==> src/rtl/mac_tx_arbiter_pkg.sv <==
// Shared MAC transmit parameters and the beat record carried through the arbiter's skid buffer.
package mac_params;
  localparam int N_SYMBOLS = 8;
  localparam int W_SYMBOL  = 8;
  localparam int N_REQ_MAX = 8;

  typedef struct packed {
    logic [N_SYMBOLS-1:0][W_SYMBOL-1:0] data;
    logic [N_SYMBOLS-1:0]               keep;
    logic                               last;
  } axis_beat_t;

  typedef enum logic {
    ARB_IDLE = 1'b0,
    ARB_BUSY = 1'b1
  } arb_state_t;
endpackage

==> src/rtl/mac_tx_arbiter_skid_buf.sv <==
// Two-entry AXI-Stream register slice: registered output and registered input ready,
// full throughput while the sink keeps accepting.
module axis_skid_buf
  import mac_params::*;
(
  input  logic       clk,
  input  logic       reset,
  input  logic       s_valid,
  input  axis_beat_t s_beat,
  output logic       s_ready,
  output logic       m_valid,
  output axis_beat_t m_beat,
  input  logic       m_ready
);

  axis_beat_t spare, spare_n, m_beat_n;
  logic       spare_valid, spare_valid_n, m_valid_n;
  logic       push, load_out;

  assign push     = s_valid & s_ready;
  assign load_out = ~m_valid | m_ready;

  // The output slot only changes when it is empty or being consumed; the spare
  // entry absorbs the beat that arrives while the sink stalls.
  always_comb begin
    m_valid_n     = m_valid;
    m_beat_n      = m_beat;
    spare_n       = spare;
    spare_valid_n = spare_valid;
    if (load_out) begin
      if (spare_valid) begin
        m_valid_n     = 1'b1;
        m_beat_n      = spare;
        spare_valid_n = push;
        if (push) spare_n = s_beat;
      end else begin
        m_valid_n = push;
        if (push) m_beat_n = s_beat;
      end
    end else if (push) begin
      spare_valid_n = 1'b1;
      spare_n       = s_beat;
    end
  end

  always_ff @(posedge clk) begin
    if (reset) begin
      m_valid     <= 1'b0;
      m_beat      <= '0;
      spare       <= '0;
      spare_valid <= 1'b0;
      s_ready     <= 1'b1;
    end else begin
      m_valid     <= m_valid_n;
      m_beat      <= m_beat_n;
      spare       <= spare_n;
      spare_valid <= spare_valid_n;
      s_ready     <= ~(m_valid_n & spare_valid_n);
    end
  end

endmodule

==> src/rtl/mac_tx_arbiter.sv <==
// Frame-atomic round-robin arbiter feeding the MAC transmit stream from N_REQ sources.
//   state    | meaning
//   ARB_IDLE | no owner; pick next valid requester after last_ptr
//   ARB_BUSY | owner last_ptr streams until its tlast beat is accepted
module mac_tx_arbiter
  import mac_params::*;
#(
  parameter int N_REQ = 4,
  parameter int W_CNT = 16
) (
  input  logic                                          i_tx_clk,
  input  logic                                          i_tx_reset,
  input  logic [N_REQ-1:0]                              s_axis_tvalid,
  input  logic [N_REQ-1:0][N_SYMBOLS-1:0][W_SYMBOL-1:0] s_axis_tdata,
  input  logic [N_REQ-1:0][N_SYMBOLS-1:0]               s_axis_tkeep,
  input  logic [N_REQ-1:0]                              s_axis_tlast,
  output logic [N_REQ-1:0]                              s_axis_tready,
  output logic                                          m_axis_tvalid,
  output logic [N_SYMBOLS-1:0][W_SYMBOL-1:0]            m_axis_tdata,
  output logic [N_SYMBOLS-1:0]                          m_axis_tkeep,
  output logic                                          m_axis_tlast,
  input  logic                                          m_axis_tready,
  output logic [N_REQ-1:0]                              o_grant,
  output logic [N_REQ-1:0][W_CNT-1:0]                   o_frame_cnt
);

  localparam int W_PTR = (N_REQ > 1) ? $clog2(N_REQ) : 1;

  arb_state_t       state, state_n;
  logic [W_PTR-1:0] last_ptr, last_ptr_n, pick, cand;
  logic [N_REQ-1:0] grant_n;
  logic             pick_found;
  logic             skid_ready, in_valid, accept, accept_last;
  axis_beat_t       in_beat, out_beat;
  int               idx;

  assign in_valid      = (state == ARB_BUSY) && s_axis_tvalid[last_ptr];
  assign accept        = in_valid & skid_ready;
  assign accept_last   = accept & s_axis_tlast[last_ptr];
  assign s_axis_tready = (state == ARB_BUSY) ? (o_grant & {N_REQ{skid_ready}}) : '0;
  assign in_beat       = '{data: s_axis_tdata[last_ptr],
                           keep: s_axis_tkeep[last_ptr],
                           last: s_axis_tlast[last_ptr]};

  // Scan starts one past the previous winner so every source gets a turn.
  always_comb begin
    pick_found = 1'b0;
    pick       = '0;
    cand       = '0;
    idx        = 0;
    for (int k = 1; k <= N_REQ; k++) begin
      idx  = (int'(last_ptr) + k) % N_REQ;
      cand = W_PTR'(idx);
      if (!pick_found && s_axis_tvalid[cand]) begin
        pick_found = 1'b1;
        pick       = cand;
      end
    end
  end

  always_comb begin
    state_n    = state;
    grant_n    = o_grant;
    last_ptr_n = last_ptr;
    case (state)
      ARB_IDLE: begin
        if (pick_found) begin
          state_n    = ARB_BUSY;
          last_ptr_n = pick;
          grant_n    = N_REQ'(1) << pick;
        end
      end
      ARB_BUSY: begin
        if (accept_last) begin
          state_n = ARB_IDLE;
          grant_n = '0;
        end
      end
      default: begin
        state_n = ARB_IDLE;
        grant_n = '0;
      end
    endcase
  end

  always_ff @(posedge i_tx_clk) begin
    if (i_tx_reset) begin
      state       <= ARB_IDLE;
      o_grant     <= '0;
      last_ptr    <= W_PTR'(N_REQ - 1);
      o_frame_cnt <= '0;
    end else begin
      state    <= state_n;
      o_grant  <= grant_n;
      last_ptr <= last_ptr_n;
      if (accept_last) o_frame_cnt[last_ptr] <= o_frame_cnt[last_ptr] + W_CNT'(1);
    end
  end

  axis_skid_buf u_skid (
    .clk     (i_tx_clk),
    .reset   (i_tx_reset),
    .s_valid (in_valid),
    .s_beat  (in_beat),
    .s_ready (skid_ready),
    .m_valid (m_axis_tvalid),
    .m_beat  (out_beat),
    .m_ready (m_axis_tready)
  );

  assign m_axis_tdata = out_beat.data;
  assign m_axis_tkeep = out_beat.keep;
  assign m_axis_tlast = out_beat.last;

endmodule

==> config.mk <==
export PLATFORM = sky130hd
export DESIGN_NAME = mac_tx_arbiter
export DESIGN_NICKNAME = d
export VERILOG_FILES = /design/src/rtl/mac_tx_arbiter_pkg.sv /design/src/rtl/mac_tx_arbiter_skid_buf.sv /design/src/rtl/mac_tx_arbiter.sv
export SDC_FILE = /design/constraint.sdc
export NUM_CORES = 1
export LEC_CHECK = 0
export CAP_MARGIN = 20
export CORE_AREA = 2 2 172 174
export CTS_CLUSTER_DIAMETER = 30
export DETAILED_ROUTE_END_ITERATION = 8
export DIE_AREA = 0 0 174 176
export PLACE_DENSITY = 0.84
export REMOVE_ABC_BUFFERS = 1
export SLEW_MARGIN = 20
export SYNTH_ARGS = -nofsm -noshare
export SYNTH_HDL_FRONTEND = slang
export SYNTH_HIERARCHICAL = 1
export SYNTH_SLANG_ARGS = --single-unit
==> constraint.sdc <==
create_clock -name i_tx_clk -period 4.7 [get_ports i_tx_clk]
set_input_delay 0.94 -clock i_tx_clk [delete_from_list [all_inputs] [get_ports i_tx_clk]]
set_output_delay 0.94 -clock i_tx_clk [all_outputs]
set_load 0.02 [all_outputs]
==> metrics.yaml <==
die:
  dieArea_um2: 30620
  io_pins: 445
  die_x_um: 174
  core_um2: 28550
  initial_core_util_pct: 43.48
  fp.dieH_um: 176
  floorplan.rows: 62
critical_path:
  worst-path-buf-inv: 2
  path_class: "primary input to flop"
  slowest_delay_ns: 0.66
  slowest_stage: "buf_4"
  arrival_ns: 3.58
  r2r-start: "last_ptr[1]$_SDFFE_PP1P_"
  required_ns: 5.14
  worstSetupStartpointType: "primary input"
  startpoint: "s_axis_tvalid[3]"
  crit_chain: "clkdlybuf4s50_1 -> mux4_2 -> and2_1 -> a21o_2 -> buf_4 -> a21oi_1 -> a211oi_2"
  endpoint_kind: "flop"
  crit_family: "buffers and inverters"
  critical_path_peak_fanout: 74
clock_network:
  numCtsBuffers: 47
  ctsRootBufferMaster: "clkbuf_16"
  post_cts_resize_count: 0
  cts_tree: "done"
  clock_latency_ns: 0.53
  ctsHoldBuffers: 0
  htree_num_levels: 2
  cts.clk_slew.worst_paths_ns: 0.05
  post-cts-setup-buffer-count: 0
  cts_sinks: 220
  clk_path_buf_depth: 3
cells_and_area:
  final_core_util_pct: 64.95
  stdcell_area_um2: 18540
  layout_commonest_cell: "clkdlybuf4s50_1"
  area_growth_pct: 49.38
  final_nets: 1836
  regArea_um2: 4415
  fin_cells: 1955
  multiInputGateArea_um2: 7375
  final_cell_mix: "clkdlybuf4s50_1, dfxtp_1, mux2i_1"
  fill_cells: 2180
  drive_above_1_share_pct: 17.79
global_route:
  grt_usage_pct: 26.15
  grt_pass1_vias: 11570
  grt_pass1_wl_mm: 63.82
  grt_antenna_before_repair: 4
  grt_max_degree: 128
  gr-total-overflow: 0
placed_design:
  dp.cells: 1867
  gp_congestion: 0.8473
  dp_hpwl_mm: 29.09
  io_buffer_count: 444
  dpl_cell_area_um2: 16910
sta:
  finalMaxSlewViolations: 0
  final-setup-viol-count: 0
  fin_setup_tns_ns: 0
  worst_pin_slew_ns: 0.9344
  hold_viol_final: 0
  fmax_mhz: 317.7
  period_share_pct: 66.97
  slew_headroom_pct: 37.71
  rsz0062_at_grt: "false"
  skew_ns: 0.01837
  finalCriticalPeriod_ns: 3.148
drt:
  wirelength_mm: 41.48
  detailroute.via_count: 11070
  firstDrtPassIters: 5
  viasPerCell: 5.661
  drcViolationCount: 0
  drt_iter0_markers: 759
  ant_nets: 0
  wl_per_cell_um: 21.22
synth:
  syn_inst: 1131
  async_reset_ff_share_pct: 0
  ys_types: 56
  synthFlopType: "dfxtp_1"
  syn_avg_cell_area_um2: 10.97
  synth_seq_cells: 220
  syn_area_um2: 12410
  synth-edff-count: 0
  yosysSeqAreaShare_pct: 35.48
  synth_warnings: 6
power_and_ir_drop:
  p_switching_mw: 3.310
  comb_power_share_pct: 40.1
  power.leakage_nw: 6.321
  p_seq_share_pct: 25.3
  ir_drop_mv: 0.3346
  swShare_pct: 34.56
  clkPwrFrac_pct: 34.6
  p_int_mw: 6.267
  p_per_area_nw_per_um2: 516.6
hold_path:
  hold_path_class: "flop to flop"
  holdCritStartpoint: "u_skid/spare[57]$_SDFFE_PP0P_"
flow_run:
  cap_violations: 0
run_status:
  status: "finished clean"
## power groups by stage
stage          sequential (mW)  combinational, mW  clock [mW]
6_report                  2.42               3.84        3.31
5_1_grt                   2.46               4.10        3.45
4_1_cts                   2.42               3.87        3.34
3_5_place_dp              2.45               3.83           0
3_3_place_gp              2.44               3.74           0
2_1_floorplan             2.88               2.10           0
## synthesized netlist by cell type (all sizes together) (12+ instances only)
master  number  area share [%]
a211oi      82             7.8
clkbuf      44             1.4
a21oi      117             4.7
nor3        24            0.97
mux4        93              17
dfxtp      220              35
nand2       15            0.51
buf         62             3.5
mux2i      147              12
nor2        35             1.3
nand2b     147             7.4
xnor2       12            0.85
o21ai       43             1.7
## worst register-to-register path: stages (launching register included)
cell and delay (ns):
dfxtp_4 0.44, buf_4 0.55, mux4_2 0.50, ha_1 0.27
nand4_2 0.20, nor4_1 0.52, xnor2_1 0.27, a21oi_1 0.13
## path summary, 6_finish.rpt
check,end,slack (ns),depth (start not counted)
max,u_skid/m_beat[60]$_SDFFE_PP0P_,1.55,7
min,u_skid/spare[57]$_SDFFE_PP0P_,0.47,2
max reg2reg,o_frame_cnt[30]$_SDFFE_PP0P_,1.66,7
min reg2reg,u_skid/spare[57]$_SDFFE_PP0P_,0.47,2
## flip-flops by register name, summed over array words and instances (netlist names)
signal              cells
state                   1
o_frame_cnt            64
last_ptr                2
u_skid/s_ready          1
u_skid/spare_valid      1
u_skid/m_beat          73
u_skid/spare           73
o_grant                 4
u_skid/m_valid          1
## cells by family after synthesis
| group | share of synthesized area (%) |
|---|---|
| simple gates | 13.12 |
| xor+xnor | 0.8468 |
| compound gates | 15.91 |
| buf+inv | 5.252 |
| flops | 35.48 |
| mux | 28.88 |
| fa+ha+maj | 0.5040 |
## per-layer routing
layer  vias to the layer above  global-route usage (%)  share of wire, %  wire (µm)
li1                       5056                       -                 -          -
met4                         2                   10.12               3.2       1316
met2                       471                   46.41                51      21100
met1                      5452                   29.49                37      15470
met5                         -                       0             0.031         13
met3                        87                   7.989               8.6       3581
## stage by stage
| step | worst slack, ns | hold WS [ns] | power, mW |
|---|---|---|---|
| after floorplan | -4.226 | 0.4477 | 4.987 |
| after global placement | 1.236 | 0.4574 | 6.181 |
| after detailed placement | 1.101 | 0.4675 | 6.278 |
| after CTS | 1.640 | 0.4750 | 9.630 |
| after global routing | 1.439 | 0.4914 | 10.00 |
| final | 1.552 | 0.4696 | 9.577 |
## layout make-up
cell class | instances | area share [%]
clock inverter | 25 | 1.640
multi-input combinational | 794 | 39.78
clock buffer | 60 | 7.099
antenna | 3 | 0.04049
tap | 384 | 2.591
sequential | 220 | 23.82
inverter | 11 | 0.2227
timing repair buffer | 458 | 24.81
No activity file was read; power rests on OpenSTA's default activity.
==> patch 1 (same settings) <==
Set the parameter `W_CNT` to 32 (it was 16).
--- a/src/rtl/mac_tx_arbiter.sv
+++ b/src/rtl/mac_tx_arbiter.sv
@@ -7,5 +7,5 @@
 #(
   parameter int N_REQ = 4,
-  parameter int W_CNT = 16
+  parameter int W_CNT = 32
 ) (
   input  logic                                          i_tx_clk,
Interface: changed (resized o_frame_cnt); port bits go from 445 to 509. No check against the original RTL was run, so the function may have changed too.
==> patch 1 against the unedited design <==
  * Critical path depth grew 1
  * First-iteration DRC count grew 86%
  * Wire length is 39% higher
  * Non-clock buffer count grew 68
  * Fmax decreased by 15%
  * Sequential cell count increased by 64
  * Setup slack worse by 0.56 ns
  * Final area grew 23%
  * Area after synthesis grew 27%
  * Total power fell by 4.0%
  * Sequential share of layout area up 1.2 points
  * Critical path type is now flip-flop to flip-flop
  * Critical endpoint is now o_grant[2]
  * Largest power group is now the clock network
==> patch 1: results (changes against the unedited design) <==
metric,value,unit,change
initial DRC count,1412,,+86%
clock network area share,8.82,%,+0.077 points
maximum VDD drop,320,uV,-4.3%
Hold Path Origin,o_frame_cnt[33],,
Crit. Startpoint,last_ptr[0],,
post-place instance area,20700,um^2,+22%
Hold EP,o_frame_cnt[33],,
worst-path maximum fanout,47,,-36%
Clock Path Buffers,3,,unchanged
Signal buffers,526,,+15%
largest net degree at the start of global routing,178,,+39%
commonest cells in the netlist,"dfxtp_1, mux2i_1, nor2_1",,
TritonCTS sink count,284,,+29%
post-synthesis sequential area ratio,36.0,%,+0.55 points
Post-Place Worst Slack,0.834,ns,-0.267 ns
layout cell share with drive strength beyond 1,16.8,%,-1.0 points
Non-clk invs,5,,-6
initial antenna violation count,15,,+11
sequential share of cell area,25.0,%,+1.2 points
WP data arrival,4.19,ns,+0.61 ns
Ant. Diodes,14,,+11
crit-path max cell delay,0.84,ns,+0.18 ns
skew final,0.0134,ns,-0.00500 ns
Hold WC Path Type,flip-flop to flip-flop,,
Fillers,1759,,-19%
biggest regs,"o_frame_cnt: 128 flops, u_skid/m_beat: 73 flops, u_skid/spare: 73 flops",,
Worst-Margin Slew,1.10,ns,+0.170 ns
Num CTS Buffers,55,,+17%
maximum clock rate,269,MHz,-15%
first-pass GRT wire length,87300,um,+37%
synth warn,6,,unchanged
Critical Path End,o_grant[2],,
via count,14900,,+34%
count of different cell masters after synthesis,57,,+1.8%
PD cells,404,nW/um^2,-22%
port bufs,508,,+14%
DP Cell Count,2255,,+21%
Static Leak,7.51,nW,+19%
multi-input logic cell count,1056,,+33%
outcome,"finished, final reports clean",,
Post-DP HPWL,39200,um,+35%
Fin Hold WS,0.475,ns,+0.00552 ns
Multi-input gate area,9250,um^2,+25%
NonClk Buf Share,23.1,%,-1.7 points
Clock Latency Late Sink,0.55,ns,+0.02 ns
nets@finish,2232,,+22%
Synth area leaders,"dfxtp_1, mux4_2, mux2i_1, nand2b_1, a211oi_2",,
total track usage,36.1,%,+9.9 points
Syn Inst Count,1494,,+32%
routability cong.,0.923,,+8.9%
WL final,57800,um,+39%
clock buffers,64,,+6.7%
WL/cell,24.4,um,+15%
## patch 1: layer usage
metal | routed length (um) | global-route usage [%] | share of wire, %
met4 | 2890 | 17.1 | 5.0
met1 | 21400 | 42.6 | 37
met3 | 5180 | 9.19 | 9.0
met2 | 28200 | 61.8 | 49
met5 | 23 | 0 | 0.040
## patch 1: kinds of logic after synthesis
logic type / count (synthesis) / share of synthesized area (%)
and+or+nand+nor: 466 / 16.3
AOI/OAI and AO/OA: 311 / 16.0
DFF: 284 / 36.0
muxes: 261 / 25.1
buffers and inverters: 154 / 5.44
xor gates and xnor gates: 13 / 0.722
adders and majority gates: 5 / 0.397
## patch 1: power breakdown
part	internal, W	switching [W]	total, W
Combinational	0.00109	0.00116	0.00224
Sequential	0.00258	0.000165	0.00274
Clock	0.00285	0.00136	0.00421
==> patch 2 (same settings) <==
Made on the original files. Make the reset (`i_tx_reset` and `reset`) asynchronous in 2 clocked blocks.
--- a/src/rtl/mac_tx_arbiter_skid_buf.sv
+++ b/src/rtl/mac_tx_arbiter_skid_buf.sv
@@ -44,5 +44,5 @@
   end
 
-  always_ff @(posedge clk) begin
+  always_ff @(posedge clk or posedge reset) begin
     if (reset) begin
       m_valid     <= 1'b0;
--- a/src/rtl/mac_tx_arbiter.sv
+++ b/src/rtl/mac_tx_arbiter.sv
@@ -84,5 +84,5 @@
   end
 
-  always_ff @(posedge i_tx_clk) begin
+  always_ff @(posedge i_tx_clk or posedge i_tx_reset) begin
     if (i_tx_reset) begin
       state       <= ARB_IDLE;
Formal check against the unedited RTL: differs if i_tx_reset is asserted again (counterexample within 4 cycles, from zero or initial values and one cycle with i_tx_reset high); with i_tx_reset held inactive, the same outputs for 4 cycles.
==> patch 2 against the unedited design <==
  * Total power is 51% higher
  * Clock power is 3% lower
  * Wire length is 9.5% lower
  * Sequential cell count stayed put
  * Die area stayed put
  * Final area is 1.3% lower
  * Register-to-register slack worse by 0.08 ns
  * Setup slack better by 0.032 ns
  * Area after synthesis is 3.2% lower
  * Critical path type is now flip-flop to flip-flop
  * Critical endpoint is now o_frame_cnt[47]
  * Highest routed layer is now met4
==> patch 2: results (changes against the unedited design) <==
metric,value,unit,change
initial antenna violation count,3,,-1
met2 WL,19500,um,-7.8%
M1 GR Usage,28.1,%,-1.4 points
layout cell share with drive strength beyond 1,28.6,%,+11 points
WL/cell,22.2,um,+4.5%
Num CTS Buffers,45,,-4.3%
vias in the first global route,10100,,-13%
wl on met1,14000,um,-9.3%
Top Layer Used,met4,,
post-synthesis mux area share,40.4,%,+12 points
Post-synth ARST share,100,%,+100 points
Critical R2R Capture,o_frame_cnt[47],,
compound-cell area share of the yosys netlist,3.68,%,-12 points
post-place instance area,16700,um^2,-1.2%
Clock Latency Late Sink,0.51,ns,-0.02 ns
commonest cells in the netlist,"dfrtp_1, mux2_2, mux4_2",,
first-pass GRT wire length,57400,um,-10%
count of different cell masters after synthesis,44,,-21%
Fin Hold WS,0.482,ns,+0.0129 ns
worst-path maximum fanout,37,,-50%
Hold EP,u_skid/spare[72],,
GRT met2 Usage,43.2,%,-3.2 points
R2R setup slack,1.58,ns,-0.08 ns
Post-Place Worst Slack,1.08,ns,-0.0219 ns
WP data arrival,3.49,ns,-0.09 ns
total track usage,24.1,%,-2.1 points
DP Cell Count,1608,,-14%
First-pass DRT Iterations,4,,-1
hold path cells,1,,-1
Synth Area in XOR/XNOR,1.02,%,+0.17 points
initial DRC count,496,,-35%
outcome,"finished, final reports clean",,
==> patch 2: final cells by class <==
type,count,area [um^2],share of cell area (%)
sequential,220,5520,30.2
clock buffer,52,1210,6.62
tap,384,480,2.62
multi-input combinational,536,6110,33.4
antenna,3,7.51,0.0410
inverter,9,38.8,0.212
clock inverter,29,342,1.87
timing repair buffer,460,4600,25.1
==> patch 2: worst max path at each step <==
stage / slack, ns / start / end / cells past startpoint
after floorplan: -0.56 / u_skid/spare_valid / u_skid/spare[0] / 2
after global placement: 1.15 / s_axis_tvalid[0] / u_skid/spare[38] / 6
after detailed placement: 1.08 / s_axis_tvalid[0] / u_skid/spare[60] / 6
after CTS: 1.55 / last_ptr[0] / o_frame_cnt[46] / 6
after global routing: 1.36 / last_ptr[0] / o_frame_cnt[46] / 6
final: 1.58 / last_ptr[0] / o_frame_cnt[47] / 6
==> patch 2: critical path: stages (launching register included) <==
cell     delay [ns]
dfstp_4        0.72
buf_4          0.60
mux4_1         0.76
nand4_1        0.23
nor4_2         0.09
xnor2_1        0.39
a21oi_1        0.13
==> patch 2: power breakdown <==
group / total (W) / internal, W / leakage (nW) / switching (W)
Combinational: 0.00754 / 0.00404 / 4.02 / 0.00350
Clock: 0.00321 / 0.00218 / 0.747 / 0.00103
Sequential: 0.00375 / 0.00293 / 2.57 / 0.000820
Total: 0.0145 / 0.00915 / 7.33 / 0.00535
==> patch 2: cell families (layout without fill, tap and decap cells) <==
family          Yosys count  in the layout
xor+xnor                 14             14
fa+ha+maj                 5              5
compound gates           79             79
buf+inv                  69            550
simple gates            119            119
other cells               0              3
flops                   220            220
mux                     319            319
